--- config.mk ---
export PLATFORM = sky130hd
export DESIGN_NAME = crc_sched
export DESIGN_NICKNAME = d
export VERILOG_FILES = /design/src/rtl/crc_sched.sv
export SDC_FILE = /design/constraint.sdc
export NUM_CORES = 1
export LEC_CHECK = 0
export CAP_MARGIN = 20
export CORE_AREA = 3 3 527 529
export DETAILED_ROUTE_END_ITERATION = 10
export DIE_AREA = 0 0 530 532
export SYNTH_ARGS = -nofsm -noshare
export SYNTH_HDL_FRONTEND = slang
export SYNTH_SLANG_ARGS = --single-unit
--- constraint.sdc ---
create_clock -name clk -period 2.6 [get_ports clk]
set_clock_uncertainty 0.05 [all_clocks]
set_input_delay 0.52 -clock clk [delete_from_list [all_inputs] [get_ports clk]]
set_output_delay 0.52 -clock clk [all_outputs]
set_load 0.02 [all_outputs]
--- src/rtl/crc_sched.sv ---
// crc_sched: shares a single CRC engine between NUM_REQ requesters.
//
// A round-robin arbiter picks one pending requester while idle. Its payload
// is registered and handed to the engine with a one-cycle start pulse. The
// scheduler then waits for the engine's done pulse, or gives up after
// TIMEOUT cycles. The result, or an error, is held on the response port
// until the consumer accepts it.
//
// Ports
//   clk, rst_n   clock; asynchronous active-low reset
//   req_valid    per-requester pending request (level sensitive)
//   req_data     packed payloads, requester i at [i*DATA_W +: DATA_W]
//   req_ready    one-hot accept strobe, combinational, only while idle
//   eng_valid    one-cycle start pulse to the engine
//   eng_data     registered payload, stable while the engine works
//   eng_crc      engine result, sampled on eng_done
//   eng_done     engine completion pulse, honoured only while waiting
//   rsp_valid    result available
//   rsp_ready    consumer accepts result
//   rsp_id       requester index that owns the result
//   rsp_crc      CRC result (0 on error)
//   rsp_err      engine timed out
//   busy         scheduler is not idle
module crc_sched #(
    parameter int NUM_REQ = 4,
    parameter int DATA_W  = 256,
    parameter int TIMEOUT = 64
) (
    input  logic                       clk,
    input  logic                       rst_n,
    input  logic [NUM_REQ-1:0]         req_valid,
    input  logic [NUM_REQ*DATA_W-1:0]  req_data,
    output logic [NUM_REQ-1:0]         req_ready,
    output logic                       eng_valid,
    output logic [DATA_W-1:0]          eng_data,
    input  logic [31:0]                eng_crc,
    input  logic                       eng_done,
    output logic                       rsp_valid,
    input  logic                       rsp_ready,
    output logic [$clog2(NUM_REQ)-1:0] rsp_id,
    output logic [31:0]                rsp_crc,
    output logic                       rsp_err,
    output logic                       busy
);

    localparam int ID_W  = $clog2(NUM_REQ);
    localparam int CNT_W = $clog2(TIMEOUT + 1);

    localparam logic [1:0] S_IDLE   = 2'd0;
    localparam logic [1:0] S_LAUNCH = 2'd1;
    localparam logic [1:0] S_WAIT   = 2'd2;
    localparam logic [1:0] S_RESP   = 2'd3;

    logic [1:0]       state;
    logic [ID_W-1:0]  last_grant;
    logic [CNT_W-1:0] cnt;
    logic [ID_W-1:0]  winner;
    logic [ID_W-1:0]  idx;
    logic             found;

    // Round-robin search: start just past the last grant and wrap around.
    // The first pending requester found wins.
    always_comb begin
        winner = '0;
        idx    = '0;
        found  = 1'b0;
        for (int k = 1; k <= NUM_REQ; k++) begin
            idx = ID_W'((int'(last_grant) + k) % NUM_REQ);
            if (!found && req_valid[idx]) begin
                found  = 1'b1;
                winner = idx;
            end
        end
    end

    // The accept strobe is qualified with rst_n so it stays low during reset,
    // even though the state register already reads IDLE at that point.
    genvar g;
    generate
        for (g = 0; g < NUM_REQ; g++) begin : g_ready
            assign req_ready[g] = rst_n && (state == S_IDLE) && found &&
                                  (winner == ID_W'(g));
        end
    endgenerate

    assign eng_valid = (state == S_LAUNCH);
    assign rsp_valid = (state == S_RESP);
    assign busy      = (state != S_IDLE);

    always_ff @(posedge clk or negedge rst_n) begin
        if (!rst_n) begin
            state      <= S_IDLE;
            last_grant <= ID_W'(NUM_REQ - 1);
            cnt        <= '0;
            eng_data   <= '0;
            rsp_id     <= '0;
            rsp_crc    <= '0;
            rsp_err    <= 1'b0;
        end else begin
            case (state)
                S_IDLE: begin
                    if (found) begin
                        eng_data   <= req_data[winner*DATA_W +: DATA_W];
                        rsp_id     <= winner;
                        last_grant <= winner;
                        state      <= S_LAUNCH;
                    end
                end
                S_LAUNCH: begin
                    cnt   <= '0;
                    state <= S_WAIT;
                end
                S_WAIT: begin
                    // When done and timeout coincide, done wins and the
                    // real result is kept.
                    if (eng_done) begin
                        rsp_crc <= eng_crc;
                        rsp_err <= 1'b0;
                        state   <= S_RESP;
                    end else if (cnt == CNT_W'(TIMEOUT - 1)) begin
                        rsp_crc <= '0;
                        rsp_err <= 1'b1;
                        state   <= S_RESP;
                    end else begin
                        cnt <= cnt + 1'b1;
                    end
                end
                S_RESP: begin
                    // Going back to IDLE here means no grant can happen in
                    // the same cycle as the handshake.
                    if (rsp_ready) state <= S_IDLE;
                end
                default: state <= S_IDLE;
            endcase
        end
    end

endmodule

==> results of run 1 <==
## registers in the layout, indices dropped and copies added, names as in the netlist
name / cells
eng_data: 256
last_grant: 2
state: 2
cnt: 7
rsp_crc: 32
rsp_id: 2
rsp_err: 1
## how the worst max path moves through the flow
stage	cells after the start	slack [ns]	endpoint	from
floorplan	7	0.14	req_ready[0]	state[0]
global placement	11	-1.59	eng_data[184]	req_valid[3]
detailed placement	9	-1.02	eng_data[107]	req_valid[3]
CTS	6	-0.25	req_ready[2]	last_grant[1]
global route	12	-0.22	eng_data[227]	last_grant[1]
finish	8	-0.15	req_ready[1]	req_valid[2]
## layer usage
| layer | share of wire [%] | wire length (µm) | vias up |
|---|---|---|---|
| met3 | 14 | 35400 | 662 |
| met2 | 43 | 110000 | 2041 |
| met1 | 38 | 98200 | 13124 |
| met5 | 0.65 | 1690 | - |
| li1 | - | - | 10896 |
| met4 | 5.0 | 12900 | 248 |
## stage by stage
stage	TNS, ns	worst slack (ns)	hold WS (ns)	cells	area (µm²)
3_3_place_gp	-335.41	-1.59	0.421	6963	38200
2_1_floorplan	0	0.142	0.174	1925	18200
5_1_grt	-19.50	-0.218	0.359	7177	42200
6_report	-1.98	-0.150	0.403	7215	42300
3_5_place_dp	-174.82	-1.02	0.441	6964	38200
4_1_cts	-4.55	-0.251	0.297	7099	41100
## kinds of logic (layout without fill, tap and decap cells)
kind of cell | after synthesis | count (layout) | share of synthesized area (%)
AOI/OAI and AO/OA | 837 | 837 | 31.2
adders and majority gates | 6 | 6 | 0.412
and+or+nand+nor | 299 | 299 | 6.49
DFF | 302 | 302 | 41.4
xor gates and xnor gates | 2 | 2 | 0.0960
other | 0 | 95 | 0
buffers and inverters | 222 | 1828 | 6.28
muxes | 257 | 257 | 14.1
## area by class of cell
cell class | instances | share of cell area (%)
antenna | 95 | 0.562
clock buffer | 63 | 3.04
clock inverter | 15 | 0.382
inverter | 11 | 0.0977
multi-input combinational | 1401 | 25.2
sequential | 302 | 17.9
tap | 3589 | 10.6
timing repair buffer | 1739 | 42.3
## repair_timing
item | in CTS | in global routing
setup endpoints to repair | 100 | 223
gates cloned | 10 | 4
resized for setup | 150 | 158
hold buffers | 1 | 0
pin swaps | 15 | 59
setup buffers | 46 | 27
hold endpoints to repair | 112 | 0
## power by group
| part | internal (mW) | switching, mW |
|---|---|---|
| combinational | 14.1 | 17.2 |
| sequential | 6.88 | 1.97 |
| clock | 3.56 | 2.90 |
| total | 24.6 | 22.1 |
## cells in the mapped netlist (2+ instances only)
| library cell | count | area, µm² |
|---|---|---|
| a21oi_1 | 10 | 50.1 |
| a221oi_1 | 256 | 2240 |
| a22o_1 | 32 | 280 |
| a311oi_1 | 2 | 17.5 |
| a31oi_1 | 2 | 12.5 |
| and2_1 | 2 | 12.5 |
| and3_1 | 3 | 18.8 |
| buf_1 | 4 | 15.0 |
| buf_2 | 61 | 305 |
| buf_4 | 10 | 75.1 |
| buf_6 | 22 | 248 |
| buf_8 | 3 | 45.0 |
| clkbuf_1 | 111 | 417 |
| dfrtp_1 | 300 | 7510 |
| dfstp_2 | 2 | 52.6 |
| ha_1 | 6 | 75.1 |
| inv_1 | 11 | 41.3 |
| mux2i_1 | 256 | 2560 |
| nand2_1 | 11 | 41.3 |
| nand2b_1 | 3 | 18.8 |
| nand3_1 | 4 | 20.0 |
| nand4_1 | 3 | 18.8 |
| nor2_1 | 264 | 991 |
| nor2b_1 | 2 | 12.5 |
| nor3_1 | 3 | 15.0 |
| o21ai_0 | 259 | 1300 |
| o21ai_1 | 2 | 10.0 |
| o22ai_1 | 259 | 1620 |
| xor2_1 | 2 | 17.5 |
==> impl_metrics.toml, run 1 <==
[logic_synthesis]
synthArstFlopShare_pct = 100
synth_area_mm2 = 0.0182
yosysUniqueCellTypes = 49
synth-seq-cells = 302
yosysSeqAreaShare_pct = 41.4
synth_nets = 2995
yosys_warnings = 0
synth_ff_type = "dfrtp_1"
syn_inst = 1925
synth-edff-count = 0
syn_area_per_cell_um2 = 9.48

[cells_and_area]
final_nets = 4571
drive_gt1_share_pct = 16.9
syn_to_final_growth_pct = 132
mostFrequentLayoutCell = "clkdlybuf4s50_1"
seqCellArea_mm2 = 0.00756
fin_util_pct = 15.5
fillCellCount = 30603
multi_input_area_mm2 = 0.0106
layout_common_cells = "clkdlybuf4s50_1 (1,332), dfrtp_1 (300), nor2_1 (264)"

[detailed_routing]
wire_per_inst_um = 35.7
first_iter_violations = 2482
routed_wl_mm = 258
drt-pass1-iter-count = 5
postRouteAntennaNets = 0
via_per_inst = 3.74
route.detailed.drc = 0
route.vias.total = 26971

[min_path]
worstHoldStart = "eng_crc[8]"
min_path_type = "in -> reg"
min_to = "rsp_crc[8]"
holdPathStages = 2

[power_and_ir_drop]
report.power.total_mw = 46.7
leakagePower_nw = 15.3
power_density_mw_per_mm2 = 1100
ir_drop_mv = 0.474

[worst_setup_path]
r2r_end = "eng_data[23]"
critPathArrivalTime_ns = 2.18
worstSetupEndpointType = "output port"
rrSetupSlack_ns = -0.13
crit_path_max_incr_delay_ns = 0.54
path_cells = "clkdlybuf4s50_1 > buf_4 > nor2_2 > buf_4 > a21oi_2 > o22ai_2 > and4_4 > buf_12"
critPathSlowestCell = "clkdlybuf4s50_1"
cp.required_ns = 2.03
path_common_cell = "buf_4"
reg2reg_from = "last_grant[1]"
worst-path-max-fanout = 5
cp_num_buf_inv = 4
crit_family = "buffers and inverters"
r2r_cells = 12
critical_path_class = "in -> out"
start_kind = "input port"

[global_route]
grt_pass1_wl_mm = 312
grt_busiest_layer = "met2"
grt_use_met1_pct = 19.7
grt_use_met3_pct = 9.93
grtUsageTotal_pct = 17.4
overflow = 0
grt_pass1_vias = 25683
grt_max_degree = 106
grt_antenna_before_repair = 317
met2_usage_pct = 26.6

[sta]
setup_ws_ns = -0.150
fmax_mhz = 364
slew_headroom_pct = 13.8
period_minus_slack_ns = 2.75
worst_slew_pin_slew_ns = 1.29
hold_violations = 0
fin_crit_sh_pct = 106
rsz0062_at_grt = "true"
maxSlewViolCount = 0
setup_viol = 55

[job]
cap_violations = 0

[cts]
cts.sinks = 302
clock_path_buffers = 3
clk_pin_slew_ns = 0.06
cts_tree = "done"
cts_made_buffers = 46
cts-root-buf = "clkbuf_16"
clock_latency_ns = 0.68
htree_levels = 2

[place]
dp_hpwl_mm = 224
portBuffers = 1361
place_congestion = 0.940

[status]
outcome = "finished with violations"
violations = "setup timing"

[floorplan]
dieHeight_um = 532
chipWidth_um = 530
coreArea_mm2 = 0.273
num_rows = 192
die_area_mm2 = 0.282
start_util_pct = 6.67
io_pins = 1362
Power figures use the tool's default switching activity.
==> run 2: changes to the inputs <==
--- a/config.mk
+++ b/config.mk
@@ -6,9 +6,9 @@
 export NUM_CORES = 1
 export LEC_CHECK = 0
 export CAP_MARGIN = 20
-export CORE_AREA = 3 3 527 529
+export CORE_AREA = 3 3 535 537
 export DETAILED_ROUTE_END_ITERATION = 10
-export DIE_AREA = 0 0 530 532
+export DIE_AREA = 0 0 538 540
 export SYNTH_ARGS = -nofsm -noshare
 export SYNTH_HDL_FRONTEND = slang
 export SYNTH_SLANG_ARGS = --single-unit
==> constraint.sdc (replaced) <==
create_clock -name clk -period 2.5 [get_ports clk]
set_clock_uncertainty 0.05 [all_clocks]
set_input_delay 0.5 -clock clk [delete_from_list [all_inputs] [get_ports clk]]
set_output_delay 0.5 -clock clk [all_outputs]
set_load 0.02 [all_outputs]
==> run 2 against run 1 <==
The run still ends with setup timing left. Wire length rose by 7.7%. Largest power group unchanged. Sequential share of layout area fell by 0.97 points. Utilization rose by 0.38 points. Clock power rose by 14%. Hold slack got worse by 0.019 ns. First-iteration DRC count rose by 1.9%. Critical endpoint unchanged. Sequential power rose by 4.9%.
==> impl_metrics.toml, run 2 (synthesized netlist as in run 1, its figures left out) <==
[cts]
clock_latency_ns = 0.66
cts_made_buffers = 47
clock_path_buffers = 3
cts.sinks = 302
clk_pin_slew_ns = 0.07
cts-root-buf = "clkbuf_16"
htree_levels = 2
cts_tree = "done"

[cells_and_area]
mostFrequentLayoutCell = "clkdlybuf4s50_1"
final_nets = 4606
fin_area_mm2 = 0.0447
layout_common_cells = "clkdlybuf4s50_1 (1,298), dfrtp_1 (300), nor2_1 (263)"
fillCellCount = 31472
layout.cells.non_filler = 7434
largest_register = "eng_data"
largest_register_ffs = 256
top_regs = "eng_data (256), rsp_crc (32), cnt (7)"
syn_to_final_growth_pct = 145
drive_gt1_share_pct = 22.2

[floorplan]
die_area_mm2 = 0.291
start_util_pct = 6.47
chipWidth_um = 538
num_rows = 195
coreArea_mm2 = 0.282
dieHeight_um = 540
io_pins = 1362

[place]
place_congestion = 0.954
dp_cells = 7103
portBuffers = 1361
placed_cell_area_mm2 = 0.0381
dp_hpwl_mm = 225

[worst_setup_path]
critPathSlowestCell = "dfstp_2"
worst-path-max-fanout = 2
cp.required_ns = 1.95
critPathArrivalTime_ns = 2.22
critical_path_class = "reg -> out"
r2r_cells = 14
rrSetupSlack_ns = -0.17
worstSetupEndpointType = "output port"
reg2reg_from = "last_grant[0]"
start_kind = "register"
crit_family = "flip-flops"
crit_path_max_incr_delay_ns = 0.55
path_cells = "buf_12 > buf_12 > buf_6 > a21oi_4 > o22ai_2 > and4_4 > buf_6"
r2r_end = "eng_data[102]"
cp_num_buf_inv = 4

[status]
violations = "setup timing"
outcome = "finished with violations"

[sta]
maxSlewViolCount = 0
period_minus_slack_ns = 2.77
fin_crit_sh_pct = 111
setup_viol = 191
whs_ns = 0.384
setup_ws_ns = -0.274
hold_violations = 0
slew_headroom_pct = 25.8
worst_slew_pin_slew_ns = 1.11
rsz0062_at_grt = "true"
fmax_mhz = 360

[power_and_ir_drop]
ir_drop_mv = 0.623
leakagePower_nw = 16.2
report.power.total_mw = 53.9
power_density_mw_per_mm2 = 1210

[job]
cap_violations = 0

[detailed_routing]
wire_per_inst_um = 37.3
route.detailed.drc = 0
drt-pass1-iter-count = 5
routed_wl_mm = 278
route.vias.total = 27476
postRouteAntennaNets = 0
first_iter_violations = 2529
via_per_inst = 3.70

[global_route]
grt_antenna_before_repair = 330
grt_max_degree = 100
grt_pass1_vias = 25775
overflow = 0
grtUsageTotal_pct = 17.4
grt_pass1_wl_mm = 319

[min_path]
min_path_type = "in -> async"
==> run 2: cell count changes in the layout (fill, tap and decap cells not counted), moves of 38 or more <==
cell / before / now
o22ai_1: 240 / 201
o22ai_2: 19 / 58
o21ai_0: 258 / 188
buf_6: 34 / 72
a221oi_1: 250 / 197
o21ai_2: 0 / 48
buf_4: 257 / 219
==> run 2: worst max path at each step <==
stage / startpoint / cells past startpoint / endpoint / slack, ns
after detailed placement: req_valid[1] / 10 / eng_data[46] / -1.42
after CTS: last_grant[0] / 7 / req_ready[3] / -0.38
after floorplan: state[0] / 7 / req_ready[0] / 0.06
final: last_grant[0] / 7 / req_ready[1] / -0.27
after global routing: last_grant[0] / 7 / req_ready[3] / -0.36
after global placement: req_valid[1] / 10 / eng_data[46] / -1.42
==> run 2: repair_timing <==
item,4_1_cts,5_1_grt
buffers inserted,46,54
resized for setup,206,478
cloned,16,28
hold endpoints to repair,45,0
endpoints found under the setup margin,113,246
hold buffers,1,0
pin swaps,14,201
==> run 2: power by group <==
group	internal, mW	switching [mW]	total [mW]
Sequential	7.16	2.13	9.29
Combinational	16.5	20.7	37.3
Clock	4.24	3.10	7.34
Total	27.9	26.0	53.9
==> run 2: final cells by class <==
cell class                 count  area, µm²  share of cell area (%)
antenna                      116        290                   0.649
sequential                   302       7560                    16.9
timing repair buffer        1773      18800                    42.0
multi-input combinational   1401      11700                    26.2
clock inverter                17        220                   0.493
clock buffer                  71       1420                    3.17
inverter                      11       41.3                  0.0924
tap                         3743       4680                    10.5
==> run 2: routing by layer <==
layer | vias to the layer above | share of wire (%) | global-route usage, %
met4 | 226 | 5.1 | 7.45
met1 | 13445 | 38 | 20.0
met3 | 706 | 13 | 9.55
li1 | 11012 | - | -
met2 | 2087 | 43 | 26.5
met5 | - | 0.55 | 0
==> run 2: worst register-to-register path, stage by stage, from the launching register on <==
cell	delay, ns
dfstp_2	0.55
buf_12	0.13
buf_12	0.12
buf_6	0.08
buf_6	0.10
a21oi_4	0.03
a311oi_4	0.23
buf_6	0.17
buf_6	0.11
buf_16	0.16
buf_12	0.16
buf_12	0.14
mux2i_4	0.27
buf_6	0.16
o22ai_2	0.08
==> run 2: through the flow <==
step	worst slack (ns)	TNS, ns	util [%]
detailed placement	-1.42	-169.31	13.5
global route	-0.361	-30.21	15.8
CTS	-0.384	-6.75	14.7
floorplan	0.0619	0	-
global placement	-1.42	-165.39	13.5
finish	-0.274	-11.04	15.8
==> run 3: changes to the inputs <==
--- a/config.mk
+++ b/config.mk
@@ -9,6 +9,7 @@
 export CORE_AREA = 3 3 535 537
 export DETAILED_ROUTE_END_ITERATION = 10
 export DIE_AREA = 0 0 538 540
+export MAX_ROUTING_LAYER = met4
 export SYNTH_ARGS = -nofsm -noshare
 export SYNTH_HDL_FRONTEND = slang
 export SYNTH_SLANG_ARGS = --single-unit
==> run 3 against run 2 <==
The flow still finishes with violations (setup timing). Combinational power fell by 9.1%. Die area stayed put. Global-route usage grew 0.65 points. Final area fell by 3.7%. Clock-buffer cell count is 11 lower. Clock power is 1% lower. Via count down 2.1%. Sequential share of layout area up 0.65 points. Utilization decreased by 0.58 points. Non-clock buffer count is 57 lower. Power down 6.5%. Critical path type is now reg -> reg.
==> impl_metrics.toml, run 3 (synthesized netlist as in run 1, its figures left out) <==
[status]
outcome = "finished with violations"
violations = "setup timing"

[detailed_routing]
routed_wl_mm = 272
route.detailed.drc = 0
via_per_inst = 3.59
postRouteAntennaNets = 0
wire_per_inst_um = 36.4
drt-pass1-iter-count = 6
route.vias.total = 26897
first_iter_violations = 2627

[power_and_ir_drop]
ir_drop_mv = 0.496
report.power.total_mw = 50.4
leakagePower_nw = 15.5
power_density_mw_per_mm2 = 1170

[cts]
cts.sinks = 302
htree_levels = 2
clock_path_buffers = 3
cts-root-buf = "clkbuf_16"
cts_tree = "done"
clock_latency_ns = 0.70
clk_pin_slew_ns = 0.06
cts_made_buffers = 46

[worst_setup_path]
critPathArrivalTime_ns = 3.30
worstSetupEndpointType = "register"
start_kind = "register"
critical_path_class = "reg -> reg"
worst-path-max-fanout = 11
cp.required_ns = 2.99
rrSetupSlack_ns = -0.31

[cells_and_area]
final_nets = 4548
fillCellCount = 31563
largest_register = "eng_data"
top_regs = "eng_data (256), rsp_crc (32), cnt (7)"
mostFrequentLayoutCell = "clkdlybuf4s50_1"
drive_gt1_share_pct = 16.9
layout_common_cells = "clkdlybuf4s50_1 (1,297), dfrtp_1 (299), nor2_1 (264)"
syn_to_final_growth_pct = 136
layout.cells.non_filler = 7484
largest_register_ffs = 256

[place]
portBuffers = 1361
dp_slack_ns = -1.89
dp_cells = 7103
place_congestion = 0.976
dp_hpwl_mm = 226

[global_route]
grtUsageTotal_pct = 18.1
grt_max_degree = 99
overflow = 0
grt_pass1_wl_mm = 322
grt_pass1_vias = 25793
grt_antenna_before_repair = 329

[floorplan]
chipWidth_um = 538
die_area_mm2 = 0.291
io_pins = 1362
start_util_pct = 6.47
dieHeight_um = 540
num_rows = 195
coreArea_mm2 = 0.282

[sta]
rsz0062_at_grt = "true"
hold_violations = 0
setup_ws_ns = -0.306
slew_headroom_pct = 36.3
fin_crit_sh_pct = 112
setup_viol = 212
period_minus_slack_ns = 2.81
maxSlewViolCount = 0
worst_slew_pin_slew_ns = 0.955
fmax_mhz = 356

[min_path]
min_path_type = "in -> reg"

[job]
cap_violations = 0
run 3: power by group:
group	leakage [nW]	internal [mW]	switching, mW	total, mW
combinational	11.5	14.6	19.3	33.9
clock	0.774	4.10	3.15	7.25
sequential	3.28	7.16	2.05	9.21
run 3: layer usage:
metal  global-route usage, %  part of all wire (%)
met1                    20.5                    38
met2                    26.9                    43
met3                    8.79                    13
met4                    7.70                   5.3
met5                       -                     0
run 3: worst paths after layout:
check                                endpoint  cells past startpoint          start
worst min register to register    rsp_crc[10]                      1    rsp_crc[10]
worst max register to register   eng_data[11]                     10  last_grant[0]
min in group asynchronous       eng_data[156]                      3          rst_n
worst max-delay path             eng_data[11]                     10  last_grant[0]
max in group asynchronous       eng_data[177]                      4          rst_n
worst min-delay path              rsp_crc[30]                      2    eng_crc[30]
run 3: worst max-delay path: stages, from the launching register on:
cell and delay [ns]:
dfstp_2 0.64, buf_4 0.19, buf_4 0.13, a21oi_1 0.06
a311oi_4 0.25, buf_12 0.16, buf_12 0.13, buf_12 0.13
buf_16 0.18, mux2i_4 0.49, o22ai_1 0.15
run 3: repair_timing:
| action | CTS | global route |
|---|---|---|
| pin swaps | 11 | 14 |
| gates resized for setup | 280 | 73 |
| buffers inserted | 35 | 14 |
| setup endpoints to repair | 324 | 265 |
| hold buffers | 1 | 0 |
| hold endpoints to repair | 55 | 0 |
| gates cloned | 15 | 8 |
run 3: per-stage QoR:
step                TNS (ns)  util, %  hold WS (ns)  cell area [µm²]
floorplan                  0        -         0.154            18200
global placement     -331.04     13.5         0.424            38200
detailed placement   -326.92     13.5         0.439            38200
CTS                   -19.23     14.8         0.280            41800
global route          -35.27     15.2         0.325            43000
finish                -19.63     15.3         0.377            43100
run 3: cell type report:
type	instances	area, µm²	share of cell area [%]
diodes	228	571	1.33
clock buffers	60	1260	2.93
clock inverters	23	302	0.700
inverters	11	41.3	0.0959
multi-input cells	1401	10900	25.2
flip-flops and latches	302	7560	17.6
well taps	3743	4680	10.9
repair buffers	1716	17800	41.3
==> RTL edit: new RTL, config.mk and constraints of run 3 <==
Set the parameter `DATA_W` to 248 (it was 256).
--- a/src/rtl/crc_sched.sv
+++ b/src/rtl/crc_sched.sv
@@ -23,7 +23,7 @@
 //   busy         scheduler is not idle
 module crc_sched #(
     parameter int NUM_REQ = 4,
-    parameter int DATA_W  = 256,
+    parameter int DATA_W  = 248,
     parameter int TIMEOUT = 64
 ) (
     input  logic                       clk,
Interface: changed (resized eng_data and req_data); port bits go from 1362 to 1322. The function was not compared with the original's and may differ.
==> RTL edit against run 3 <==
The run still ends with setup timing left; power decreased by 5.1%; routed wire length decreased by 9.8%; cell area down 0.15%; setup slack worse by 81 ps; sequential cell count shrank 8; synthesized area fell by 5.4%; count of clock-buffer cells in the layout increased by 6; hold slack got worse by 20 ps.
==> RTL edit: results (changes against run 3) <==
[drt]
via_per_inst=3.179  ; was 3.594
dr.pass1.iters=5  ; was 6

[worst_setup_path]
crit_path_max_fanout=4  ; was 11
cp_top_family=flip-flops  ; was buffers and inverters
critPathArrivalTime_ps=2340  ; was 3300 ps
r2r_start=last_grant[1]  ; was last_grant[0]
critPathMaxStageDelay_ps=570  ; was 640 ps

[power]
power_clock_uw=7770  ; was 7250 uW
combPwrFrac=0.647  ; was 0.674
clkPwrFrac=0.162  ; was 0.144

[yosys]
netlist_top_cells_count=498 x mux2i_1, 292 x dfrtp_1, 260 x nand2_1, 248 x o221ai_1, 86 x clkbuf_1  ; was 300 x dfrtp_1, 264 x nor2_1, 259 x o21ai_0, 259 x o22ai_1
synthTopCellsByArea=dfrtp_1 42%, mux2i_1 29%, o221ai_1 13%  ; was dfrtp_1 41%, mux2i_1 14%, a221oi_1 12%
synth_fa_ha_area_frac=0.004353  ; was 0.004116
syn_inst=1553  ; was 1925
yosysUniqueCellTypes=37  ; was 49
synth-compound-area-share=0.1515  ; was 0.3117
synth-seq-area-share=0.4267  ; was 0.4144

[place]
pre_cts_slack_ps=-1424  ; was -1895 ps
gp_congestion=0.9550  ; was 0.9763
port_buffers=1321  ; was 1361

[cts]
cts_buffers=50  ; was 46
cts_sinks=294  ; was 302

[layout]
area_growth_pct=149.3  ; was 136.0%
fin_nets=4201  ; was 4548
clkCellAreaFrac=0.04007  ; was 0.03635
layout.nonclk_buf_frac=0.4206  ; was 0.4130
ff_latch_area_mm2=0.007363  ; was 0.007561 mm^2
multi_input_comb_area_mm2=0.01064  ; was 0.01085 mm^2
top_regs=eng_data (248), rsp_crc (32), cnt (7)  ; was eng_data (256), rsp_crc (32), cnt (7)
num-fill-cells=31497  ; was 31563
nNonClkBuffers=1707  ; was 1716
post-route-cell-area_mm2=0.04299  ; was 0.04306 mm^2

[outcome]
violations=setup timing  ; unchanged
outcome=finished, violations left  ; unchanged

[global_route]
grt_pass1_wl_um=293200  ; was 322300 um
gr-usage-met1=0.1896  ; was 0.2048
grt_util_all_layers=0.1659  ; was 0.1807
grt_max_degree=59  ; was 99
grt_pass1_vias=22897  ; was 25793

[sta]
setup_tns_ps=-37580  ; was -19630 ps
setup_slack_ps=-387.0  ; was -306.5 ps
holdWs_ps=357.1  ; was 376.6 ps
finalSetupViolCount=249  ; was 212

==> RTL edit: cells by family (layout without fill, tap and decap cells) <==
kind of cell             Yosys count  count (layout)
buffers and inverters            159            1806
other                              0             183
adder cells (fa/ha/maj)            6               6
flip-flops                       294             294
AO/OA/AOI/OAI                    304             304
AND/OR/NAND/NOR                  291             291
multiplexers                     499             499
==> RTL edit: worst paths after layout <==
kind	cells past startpoint	to
hold / removal	2	rsp_crc[30]
max in group asynchronous	5	rsp_crc[8]
setup / recovery	7	req_ready[0]
setup reg to reg	13	eng_data[111]
min in group asynchronous	3	eng_data[142]
hold reg to reg	2	eng_data[141]
==> RTL edit: routing by layer <==
metal	routed length (um)	up-vias
met4	11140	0
li1	-	9510
met3	32920	412
met1	97910	11142
met5	0	-
met2	103800	1592
==> RTL edit: repair_timing <==
item                       CTS  global route
hold endpoints to repair    14             0
setup endpoints to repair  252           254
setup buffers              117            45
hold buffers                 1             0
gates cloned                17             2
pin swaps                   80            81
gates resized for setup    461           185
